--- src/rtl/psg_write_encoder_if.sv ---
// Request and chip-side write bus of the SN76489 command encoder.
// The master modport is the host/chip side; the slave modport is the encoder.
interface psg_write_encoder_if;
  logic       req_valid;
  logic       req_ready;
  logic [1:0] req_channel;
  logic       req_is_volume;
  logic [9:0] req_value;
  logic [7:0] bus_data;
  logic       bus_we_n;
  logic       chip_ready;
  logic       busy;
  logic       timeout_err;

  modport master (
    output req_valid, req_channel, req_is_volume, req_value, chip_ready,
    input  req_ready, bus_data, bus_we_n, busy, timeout_err
  );

  modport slave (
    input  req_valid, req_channel, req_is_volume, req_value, chip_ready,
    output req_ready, bus_data, bus_we_n, busy, timeout_err
  );
endinterface

--- src/rtl/psg_write_encoder.sv ---
// Serialises one SN76489 register update into latch/data bytes with an
// active-low WE strobe, honouring chip READY and a bounded strobe length.
module psg_write_encoder #(
  parameter int MIN_WE  = 2,
  parameter int TIMEOUT = 64
) (
  input logic                 clk,
  input logic                 reset,
  psg_write_encoder_if.slave  bus
);

  typedef enum logic [1:0] {
    IDLE    = 2'd0,
    STROBE  = 2'd1,
    RECOVER = 2'd2
  } state_t;

  localparam int            CW       = $clog2(TIMEOUT + 1);
  localparam logic [CW-1:0] MIN_LAST = CW'(MIN_WE - 1);
  localparam logic [CW-1:0] TO_LAST  = CW'(TIMEOUT - 1);

  function automatic logic [7:0] latch_byte(input logic [1:0] ch, input logic ty,
                                            input logic [3:0] d);
    return {1'b1, ch, ty, d};
  endfunction

  function automatic logic [7:0] data_byte(input logic [9:0] value);
    return {2'b00, value[9:4]};
  endfunction

  state_t        state_q, state_d;
  logic [CW-1:0] cnt_q, cnt_d;
  logic [7:0]    bus_data_q, bus_data_d;
  logic          bus_we_n_q, bus_we_n_d;
  logic          req_ready_q, req_ready_d;
  logic          busy_q, busy_d;
  logic          timeout_err_q, timeout_err_d;
  logic          pend_q, pend_d;
  logic [7:0]    pend_data_q, pend_data_d;
  logic          sh_valid_q, sh_valid_d;
  logic [2:0]    last_reg_q, last_reg_d;
  logic [3:0]    last_lo_q, last_lo_d;

  logic          accept_s, ok_s, to_end_s, to_hit_s;
  logic          is_tone_s, is_noise_s, shortcut_s;
  logic [3:0]    nibble_s;
  logic [7:0]    latch_byte_s, data_byte_s;

  // Request decode, strobe completion conditions and the tone shortcut test.
  always_comb begin
    accept_s     = (state_q == IDLE) & bus.req_valid;
    ok_s         = (state_q == STROBE) & (cnt_q >= MIN_LAST) & bus.chip_ready;
    to_end_s     = (state_q == STROBE) & (cnt_q == TO_LAST);
    // A ready completion on the last allowed cycle is not a timeout.
    to_hit_s     = to_end_s & ~ok_s;
    is_noise_s   = ~bus.req_is_volume & (bus.req_channel == 2'd3);
    is_tone_s    = ~bus.req_is_volume & (bus.req_channel != 2'd3);
    nibble_s     = is_noise_s ? {1'b0, bus.req_value[2:0]} : bus.req_value[3:0];
    latch_byte_s = latch_byte(bus.req_channel, bus.req_is_volume, nibble_s);
    data_byte_s  = data_byte(bus.req_value);
    shortcut_s   = is_tone_s & sh_valid_q & (last_reg_q == {bus.req_channel, 1'b0}) &
                   (last_lo_q == bus.req_value[3:0]);
  end

  // State register.
  always_ff @(posedge clk) begin
    if (reset) begin
      state_q <= IDLE;
    end else begin
      state_q <= state_d;
    end
  end

  // Next-state logic.
  always_comb begin
    state_d = state_q;
    case (state_q)
      IDLE: begin
        if (accept_s) begin
          state_d = STROBE;
        end else begin
          state_d = IDLE;
        end
      end
      STROBE: begin
        if (ok_s | to_end_s) begin
          state_d = RECOVER;
        end else begin
          state_d = STROBE;
        end
      end
      RECOVER: begin
        if (pend_q) begin
          state_d = STROBE;
        end else begin
          state_d = IDLE;
        end
      end
      default: state_d = IDLE;
    endcase
  end

  // Datapath, shadow and registered output values for the next cycle.
  always_comb begin
    cnt_d         = cnt_q;
    bus_data_d    = bus_data_q;
    pend_d        = pend_q;
    pend_data_d   = pend_data_q;
    sh_valid_d    = sh_valid_q;
    last_reg_d    = last_reg_q;
    last_lo_d     = last_lo_q;
    timeout_err_d = timeout_err_q | to_hit_s;
    case (state_q)
      IDLE: begin
        cnt_d = {CW{1'b0}};
        if (accept_s) begin
          bus_data_d  = shortcut_s ? data_byte_s : latch_byte_s;
          pend_d      = is_tone_s & ~shortcut_s;
          pend_data_d = data_byte_s;
          if (!shortcut_s) begin
            sh_valid_d = 1'b1;
            last_reg_d = {bus.req_channel, bus.req_is_volume};
            last_lo_d  = nibble_s;
          end else begin
            sh_valid_d = sh_valid_q;
          end
        end else begin
          pend_d = 1'b0;
        end
      end
      STROBE: begin
        cnt_d = cnt_q + CW'(1);
      end
      RECOVER: begin
        cnt_d  = {CW{1'b0}};
        pend_d = 1'b0;
        if (pend_q) begin
          bus_data_d = pend_data_q;
        end else begin
          bus_data_d = bus_data_q;
        end
      end
      default: cnt_d = {CW{1'b0}};
    endcase
    bus_we_n_d  = (state_d != STROBE);
    req_ready_d = (state_d == IDLE);
    busy_d      = (state_d != IDLE);
  end

  // Datapath and output registers.
  always_ff @(posedge clk) begin
    if (reset) begin
      cnt_q         <= {CW{1'b0}};
      bus_data_q    <= 8'h00;
      bus_we_n_q    <= 1'b1;
      req_ready_q   <= 1'b1;
      busy_q        <= 1'b0;
      timeout_err_q <= 1'b0;
      pend_q        <= 1'b0;
      pend_data_q   <= 8'h00;
      sh_valid_q    <= 1'b0;
      last_reg_q    <= 3'd0;
      last_lo_q     <= 4'd0;
    end else begin
      cnt_q         <= cnt_d;
      bus_data_q    <= bus_data_d;
      bus_we_n_q    <= bus_we_n_d;
      req_ready_q   <= req_ready_d;
      busy_q        <= busy_d;
      timeout_err_q <= timeout_err_d;
      pend_q        <= pend_d;
      pend_data_q   <= pend_data_d;
      sh_valid_q    <= sh_valid_d;
      last_reg_q    <= last_reg_d;
      last_lo_q     <= last_lo_d;
    end
  end

  assign bus.req_ready   = req_ready_q;
  assign bus.busy        = busy_q;
  assign bus.bus_data    = bus_data_q;
  assign bus.bus_we_n    = bus_we_n_q;
  assign bus.timeout_err = timeout_err_q;

endmodule

--- src/flat_wrapper.sv ---
// flat-port wrapper written by rule: the top's interface ports become plain ports
module psg_write_encoder_flat 
#(
  parameter int MIN_WE  = 2,
  parameter int TIMEOUT = 64
)
  (clk, reset, bus_req_valid, bus_req_channel, bus_req_is_volume, bus_req_value, bus_chip_ready, bus_req_ready, bus_bus_data, bus_bus_we_n, bus_busy, bus_timeout_err);
  psg_write_encoder_if bus_i ();
  input logic clk;
  input logic reset;
  input wire logic [$bits(bus_i.req_valid)-1:0] bus_req_valid;
  input wire logic [$bits(bus_i.req_channel)-1:0] bus_req_channel;
  input wire logic [$bits(bus_i.req_is_volume)-1:0] bus_req_is_volume;
  input wire logic [$bits(bus_i.req_value)-1:0] bus_req_value;
  input wire logic [$bits(bus_i.chip_ready)-1:0] bus_chip_ready;
  output wire logic [$bits(bus_i.req_ready)-1:0] bus_req_ready;
  output wire logic [$bits(bus_i.bus_data)-1:0] bus_bus_data;
  output wire logic [$bits(bus_i.bus_we_n)-1:0] bus_bus_we_n;
  output wire logic [$bits(bus_i.busy)-1:0] bus_busy;
  output wire logic [$bits(bus_i.timeout_err)-1:0] bus_timeout_err;
  assign bus_i.req_valid = bus_req_valid;
  assign bus_i.req_channel = bus_req_channel;
  assign bus_i.req_is_volume = bus_req_is_volume;
  assign bus_i.req_value = bus_req_value;
  assign bus_i.chip_ready = bus_chip_ready;
  assign bus_req_ready = bus_i.req_ready;
  assign bus_bus_data = bus_i.bus_data;
  assign bus_bus_we_n = bus_i.bus_we_n;
  assign bus_busy = bus_i.busy;
  assign bus_timeout_err = bus_i.timeout_err;
  psg_write_encoder #(.MIN_WE(MIN_WE), .TIMEOUT(TIMEOUT)) u_core (.clk(clk), .reset(reset), .bus(bus_i));
endmodule
--- config.mk ---
export PLATFORM = sky130hd
export DESIGN_NAME = psg_write_encoder_flat
export DESIGN_NICKNAME = d
export VERILOG_FILES = /design/src/rtl/psg_write_encoder_if.sv /design/src/rtl/psg_write_encoder.sv /design/src/flat_wrapper.sv
export SDC_FILE = /design/constraint.sdc
export NUM_CORES = 1
export LEC_CHECK = 0
export ABC_AREA = 1
export CAP_MARGIN = 20
export CELL_PAD_IN_SITES_DETAIL_PLACEMENT = 0
export CELL_PAD_IN_SITES_GLOBAL_PLACEMENT = 1
export CORE_MARGIN = 10
export CORE_UTILIZATION = 37
export DETAILED_ROUTE_END_ITERATION = 16
export GPL_TIMING_DRIVEN = 0
export HOLD_SLACK_MARGIN = 0.02
export PLACE_DENSITY = 0.75
export REMOVE_ABC_BUFFERS = 1
export SLEW_MARGIN = 20
export SYNTH_ARGS = -nofsm -noshare
export SYNTH_HDL_FRONTEND = slang
export SYNTH_SLANG_ARGS = --single-unit
--- constraint.sdc ---
create_clock -name clk -period 1.74 [get_ports clk]
set_input_delay 0.348 -clock clk [delete_from_list [all_inputs] [get_ports clk]]
set_output_delay 0.348 -clock clk [all_outputs]
set_load 0.02 [all_outputs]
==> results_dict.tcl, run 1 <==
set metrics [dict create \
    status "finished, final reports clean" \
    fmax_mhz 611 \
    fin_util_pct 49.6 \
    synth.yosys.seq_area_share_pct 42.0 \
    clock_sinks 36 \
    io_pins 29 \
    clkTransAtPathRegs_ps 70 \
    p_leak_nw 0.989 \
    avgSynthCellArea_sq_um 6.94 \
    antenna_found_initial 0 \
    final_hold_viol_count 0 \
    crit_path_max_incr_delay_ps 530 \
    area_growth_pct 27.7 \
    n_fill_cell 472 \
    grt_max_degree 20 \
    yosys_most_used_dff "dfxtp_1" \
    grtUsageTotal_pct 12.0 \
    hold_ws_ps 464 \
    powerDensity_nw_per_um2 912 \
    relSlewSlack_pct 66.0 \
    die_area_sq_um 7760 \
    drtIter0Drc 58 \
    place_congestion 0.820 \
    die_y_microns 88.1 \
    grt_pass1_wl_mm 7.40 \
    synthAdderAreaFrac_pct 1.46 \
    synthTopCellsByArea "dfxtp_1 (42%), nand2_1 (12%), nor2_1 (7.7%)" \
    crit_path_start_kind "input port" \
    clockBufferDepth 2 \
    critPathKind "input port to flip-flop" \
    wl_per_cell_microns 12.6 \
    cp_slowest_cell "clkdlybuf4s50_1" \
    post-place-ws_ps -252 \
    cts_inserted_buffers 5 \
    final_common_cell "nand2_1" \
    dr.pass1.iters 4 \
    synth-edff-count 0 \
    cts_htree_levels 2 \
    worst-path-buf-inv 3 \
    final_cell_mix "nand2_1 (53), dfxtp_1 (36), nor2_1 (33), inv_1 (28), clkdlybuf4s50_1 (26)" \
    viasPerCell 4.66 \
    vias 1558 \
    yosysTopAreaCell "dfxtp_1" \
    crit_family "simple AND/OR/NAND/NOR gates" \
    drc 0 \
    finalSetupViolCount 0 \
    drv_slew 0 \
    synthMuxAreaShare_pct 0 \
    worst_clock_skew_ps 9.44 \
    drv_cap 0 \
    grt_pass1_vias 1560 \
    portBuffers 28 \
    crit_arrival_ps 1790 \
    worstMarginPinSlew_ps 509 \
    root_buffer "clkbuf_8" \
    path_max_fanout 9 \
    peakVddDrop_v 0.000550 \
    synth_top_family_by_area "simple AND/OR/NAND/NOR gates" \
    final_antenna_net_count 0 \
    async_flop_share_pct 0 \
    min_path_type "flip-flop to flip-flop" \
    multi_input_area_sq_um 853 \
    worstSkewPairLatency_ps 290 \
    synth-seq-cells 36 \
    yosys_warnings 0 \
    place_hpwl_mm 3.17 \
    cts_tree "yes" \
    initial_core_util_pct 38.9 \
    nets 300 \
    cp-end-kind "flip-flop" \
    core-area_sq_um 4410 \
    yosysUniqueCellTypes 26 \
    finalCriticalPeriod_ps 1640 \
    synth_xor_xnor_area_share_pct 0 \
    grt_overflow 0 \
    crit_path_cell_trace "clkdlybuf4s50_1, inv_1, nand2_1, nand2_1, nor2_2, nand3_4, nand2_8, inv_6, nor2_1, nor2_1" \
    synth-compound-area-share_pct 15.7 \
    crit_required_ps 1890 \
    rows 24 \
    synth-simple-area-share_pct 31.8 \
    layout-drive-gt1-share_pct 11.0 \
    seqCellArea_sq_um 721 \
    setup_ws_ps 102 \
    fin_crit_sh_pct 94.1 \
    die_x_microns 88.1 \
    syn_inst 247 \
    synth_area_sq_um 1720 \
    yosysTopAreaCellShare_pct 42.0 \
    drt-total-wl_mm 4.21 \
    antenna_cells 0 \
]
==> repair_timing <==
action / in CTS / in global routing
endpoints found under the setup margin: 0 / 15
hold buffers: 0 / 0
setup buffers: 0 / 2
endpoints found under the hold margin: 0 / 0
gates resized for setup: 0 / 8
==> metrics by stage <==
stage                     power [mW]  TNS (ps)  instances  area [sq um]
after floorplan                 1.14         0        244          1700
after global placement          1.29     -4800        324          2050
after detailed placement        1.29     -4600        324          2050
after CTS                       2.01         0        332          2150
after global routing            2.12     -6.95        334          2190
final                           2.00         0        334          2190
==> metal layers <==
| layer | global-route usage (%) | share of wire (%) | vias to the layer above | wire [microns] |
|---|---|---|---|---|
| met4 | 4.42 | 1.4 | 0 | 59 |
| met1 | 14.6 | 48 | 676 | 2000 |
| li1 | - | - | 855 | - |
| met3 | 4.18 | 5.6 | 5 | 237 |
| met2 | 19.0 | 45 | 22 | 1910 |
| met5 | 0 | 0 | - | 0 |
==> cell usage after synthesis (2+ instances only) <==
cell type and number:
nand2_1 53, dfxtp_1 36, nor2_1 35, inv_1 30
a21oi_1 26, nand3_1 18, o21ai_0 12, o21ai_1 8
inv_2 5, nand2_2 3, a21oi_2 2, buf_2 2
ha_1 2, nand4_1 2, nor2_2 2
==> worst paths after layout <==
check	from	end	slack, ps	cells after the start
setup / recovery	bus_req_value[0]	u_core.sh_valid_q	100	10
hold / removal	u_core.pend_q	u_core.pend_q	460	2
setup reg to reg	u_core.cnt_q[0]	u_core.state_q[0]	200	10
hold reg to reg	u_core.pend_q	u_core.pend_q	460	2
==> where the power goes <==
part	leakage (nW)	total, mW	internal [mW]	switching (mW)
registers	0.297	0.915	0.881	0.0340
clock network	0.0552	0.724	0.425	0.299
logic	0.637	0.359	0.149	0.211
total	0.989	2.00	1.46	0.544
==> worst min-delay path, stage by stage, from the launching register on <==
cell,delay [ps]
dfxtp_1,310
nand2_1,50
a21oi_1,50
==> final cells by class <==
class,count,share of cell area [%]
timing repair buffer,30,13.7
inverter,36,6.57
clock inverter,2,1.60
sequential,36,32.9
tap,52,2.97
clock buffer,6,3.31
multi-input combinational,172,38.9
==> cells by family (layout without fill, tap and decap cells) <==
| group | count (synthesis) | count (layout) |
|---|---|---|
| DFF | 36 | 36 |
| buffers and inverters | 39 | 74 |
| and+or+nand+nor | 119 | 119 |
| adders and majority gates | 2 | 2 |
| AOI/OAI and AO/OA | 51 | 51 |
==> sequential cells by signal, summed over array words and instances, names as in the netlist <==
signal / cells
u_core.bus.bus_data: 8
u_core.cnt_q: 7
u_core.pend_data_q: 6
u_core.last_lo_q: 4
u_core.last_reg_q: 3
u_core.state_q: 2
u_core.bus.bus_we_n: 1
u_core.bus.busy: 1
u_core.bus.req_ready: 1
u_core.bus.timeout_err: 1
u_core.pend_q: 1
u_core.sh_valid_q: 1
Note: power is estimated with default switching activity, not from simulation.
==> inputs of run 2 (changes only) <==
Settings changed: CORE_MARGIN 10 to default.
==> results_dict.tcl, run 2 (synthesized netlist as in run 1, its figures left out) <==
set metrics [dict create \
    worst_clock_skew_ps 3.75 \
    final_antenna_net_count 0 \
    grt_use_met2_pct 28.6 \
    place_congestion 0.827 \
    r2r_end "u_core.state_q[0]" \
    core-area_sq_um 4410 \
    hold_start "u_core.pend_q" \
    dpl-instance-area_sq_um 2050 \
    cp_slowest_cell "clkdlybuf4s50_1" \
    cts_htree_levels 2 \
    antenna_found_initial 0 \
    dr.pass1.iters 4 \
    worst-path-buf-inv 3 \
    reg2reg_depth 10 \
    min_path_type "flip-flop to flip-flop" \
    clockBufferDepth 2 \
    viasPerCell 4.74 \
    fin_crit_sh_pct 91.0 \
    die_x_microns 70.1 \
    grt_pass1_wl_mm 6.64 \
    die_y_microns 70.1 \
    status "finished, final reports clean" \
    finalSetupViolCount 0 \
    final_cell_mix "nand2_1 (53), dfxtp_1 (36), nor2_1 (31), inv_1 (28), clkdlybuf4s50_1 (26)" \
    layout-drive-gt1-share_pct 11.4 \
    cp-startpoint "bus_req_value[2]" \
    multi_input_area_sq_um 858 \
    rsz0062_at_grt "no" \
    vias 1580 \
    drtIter0Drc 65 \
    cts_tree "yes" \
    crit_path_max_incr_delay_ps 510 \
    cp-end-kind "flip-flop" \
    fmax_mhz 632 \
    grt_use_met3_pct 3.61 \
    grt.met1_usage_pct 21.3 \
    seqCellArea_sq_um 721 \
    p_leak_nw 0.974 \
    drv_slew 0 \
    worstSkewPairLatency_ps 290 \
    area_growth_pct 26.3 \
    drt-total-wl_mm 3.87 \
    worstMarginPinSlew_ps 480 \
    initial_core_util_pct 38.9 \
    ff2ff_setup_slack_ps 240 \
    portBuffers 28 \
    largest_reg_flops 8 \
    crit_path_cell_trace "clkdlybuf4s50_1, inv_1, nand2_1, nand3_2, nor2_8, nand3_4, nand2_8, inv_6, nand2_2, a21oi_2" \
    clock_sinks 36 \
    place_hpwl_mm 2.90 \
    wl_per_cell_microns 11.6 \
    final_hold_viol_count 0 \
    rows 24 \
    grtUsageTotal_pct 17.1 \
    crit_path_start_kind "input port" \
    die_area_sq_um 4910 \
    root_buffer "clkbuf_8" \
    antenna_cells 0 \
    worstHoldEndpoint "u_core.pend_q" \
    path_max_fanout 9 \
    peakVddDrop_v 0.000521 \
    clkTransAtPathRegs_ps 70 \
    final_common_cell "nand2_1" \
    nets 300 \
    io_pins 29 \
    finalCriticalPeriod_ps 1580 \
    grt_max_degree 20 \
    timing.rr.start "u_core.cnt_q[0]" \
    critPathKind "input port to flip-flop" \
    drc 0 \
    crit_required_ps 1900 \
    min_path_cells 2 \
    grt_overflow 0 \
    powerDensity_nw_per_um2 844 \
    crit_family "simple AND/OR/NAND/NOR gates" \
    n_fill_cell 493 \
    drv_cap 0 \
    design_area_sq_um 2170 \
    cts_inserted_buffers 5 \
    hold_ws_ps 454 \
    relSlewSlack_pct 67.9 \
    fin_util_pct 49.1 \
    crit_arrival_ps 1740 \
    grt.busiest_layer "met2" \
    grt_pass1_vias 1485 \
]
run 2: final cells by class:
cell class	count	area share [%]
Sequential cell	36	33.3
Clock buffer	6	3.35
Clock inverter	1	0.231
Inverter	36	6.64
Multi-Input combinational cell	172	39.6
Timing Repair Buffer	30	13.9
Tap cell	52	3.00
run 2: worst max path at each step:
stage / to / slack (ps) / cells after the start
floorplan: u_core.state_q[0] / 360 / 10
global placement: u_core.bus.bus_data[6] / -270 / 11
detailed placement: u_core.last_reg_q[2] / -260 / 11
CTS: u_core.bus.bus_data[6] / 50 / 11
global route: u_core.state_q[0] / 9 / 10
finish: u_core.bus.bus_data[6] / 160 / 10
run 2: metrics by stage:
stage | setup slack (ps) | std cells | power (mW) | setup TNS, ps
2_1_floorplan | 360 | 244 | 1.14 | 0
3_3_place_gp | -265 | 324 | 1.28 | -4620
3_5_place_dp | -255 | 324 | 1.28 | -4650
4_1_cts | 48.0 | 331 | 1.85 | 0
5_1_grt | 9.32 | 333 | 1.93 | 0
6_report | 157 | 333 | 1.83 | 0
run 2: what timing repair did:
action | 4_1_cts | 5_1_grt
endpoints found under the setup margin | 0 | 17
buffers inserted | 0 | 2
hold buffers | 0 | 0
gates resized for setup | 0 | 10
run 2: per-layer routing:
| metal | routed length [microns] | vias up |
|---|---|---|
| met1 | 1850 | 692 |
| met3 | 138 | 6 |
| met4 | 65 | 0 |
| met2 | 1810 | 27 |
| met5 | 0 | - |
| li1 | - | 855 |
run 2: report_power, final:
part	total [mW]	switching, mW	internal (mW)
Clock	0.557	0.285	0.272
Sequential	0.916	0.0344	0.882
Combinational	0.354	0.206	0.149
run 2: worst min-delay path, stage by stage (launching register included):
cell,delay (ps)
dfxtp_1,310
nand2_1,50
a21oi_1,50
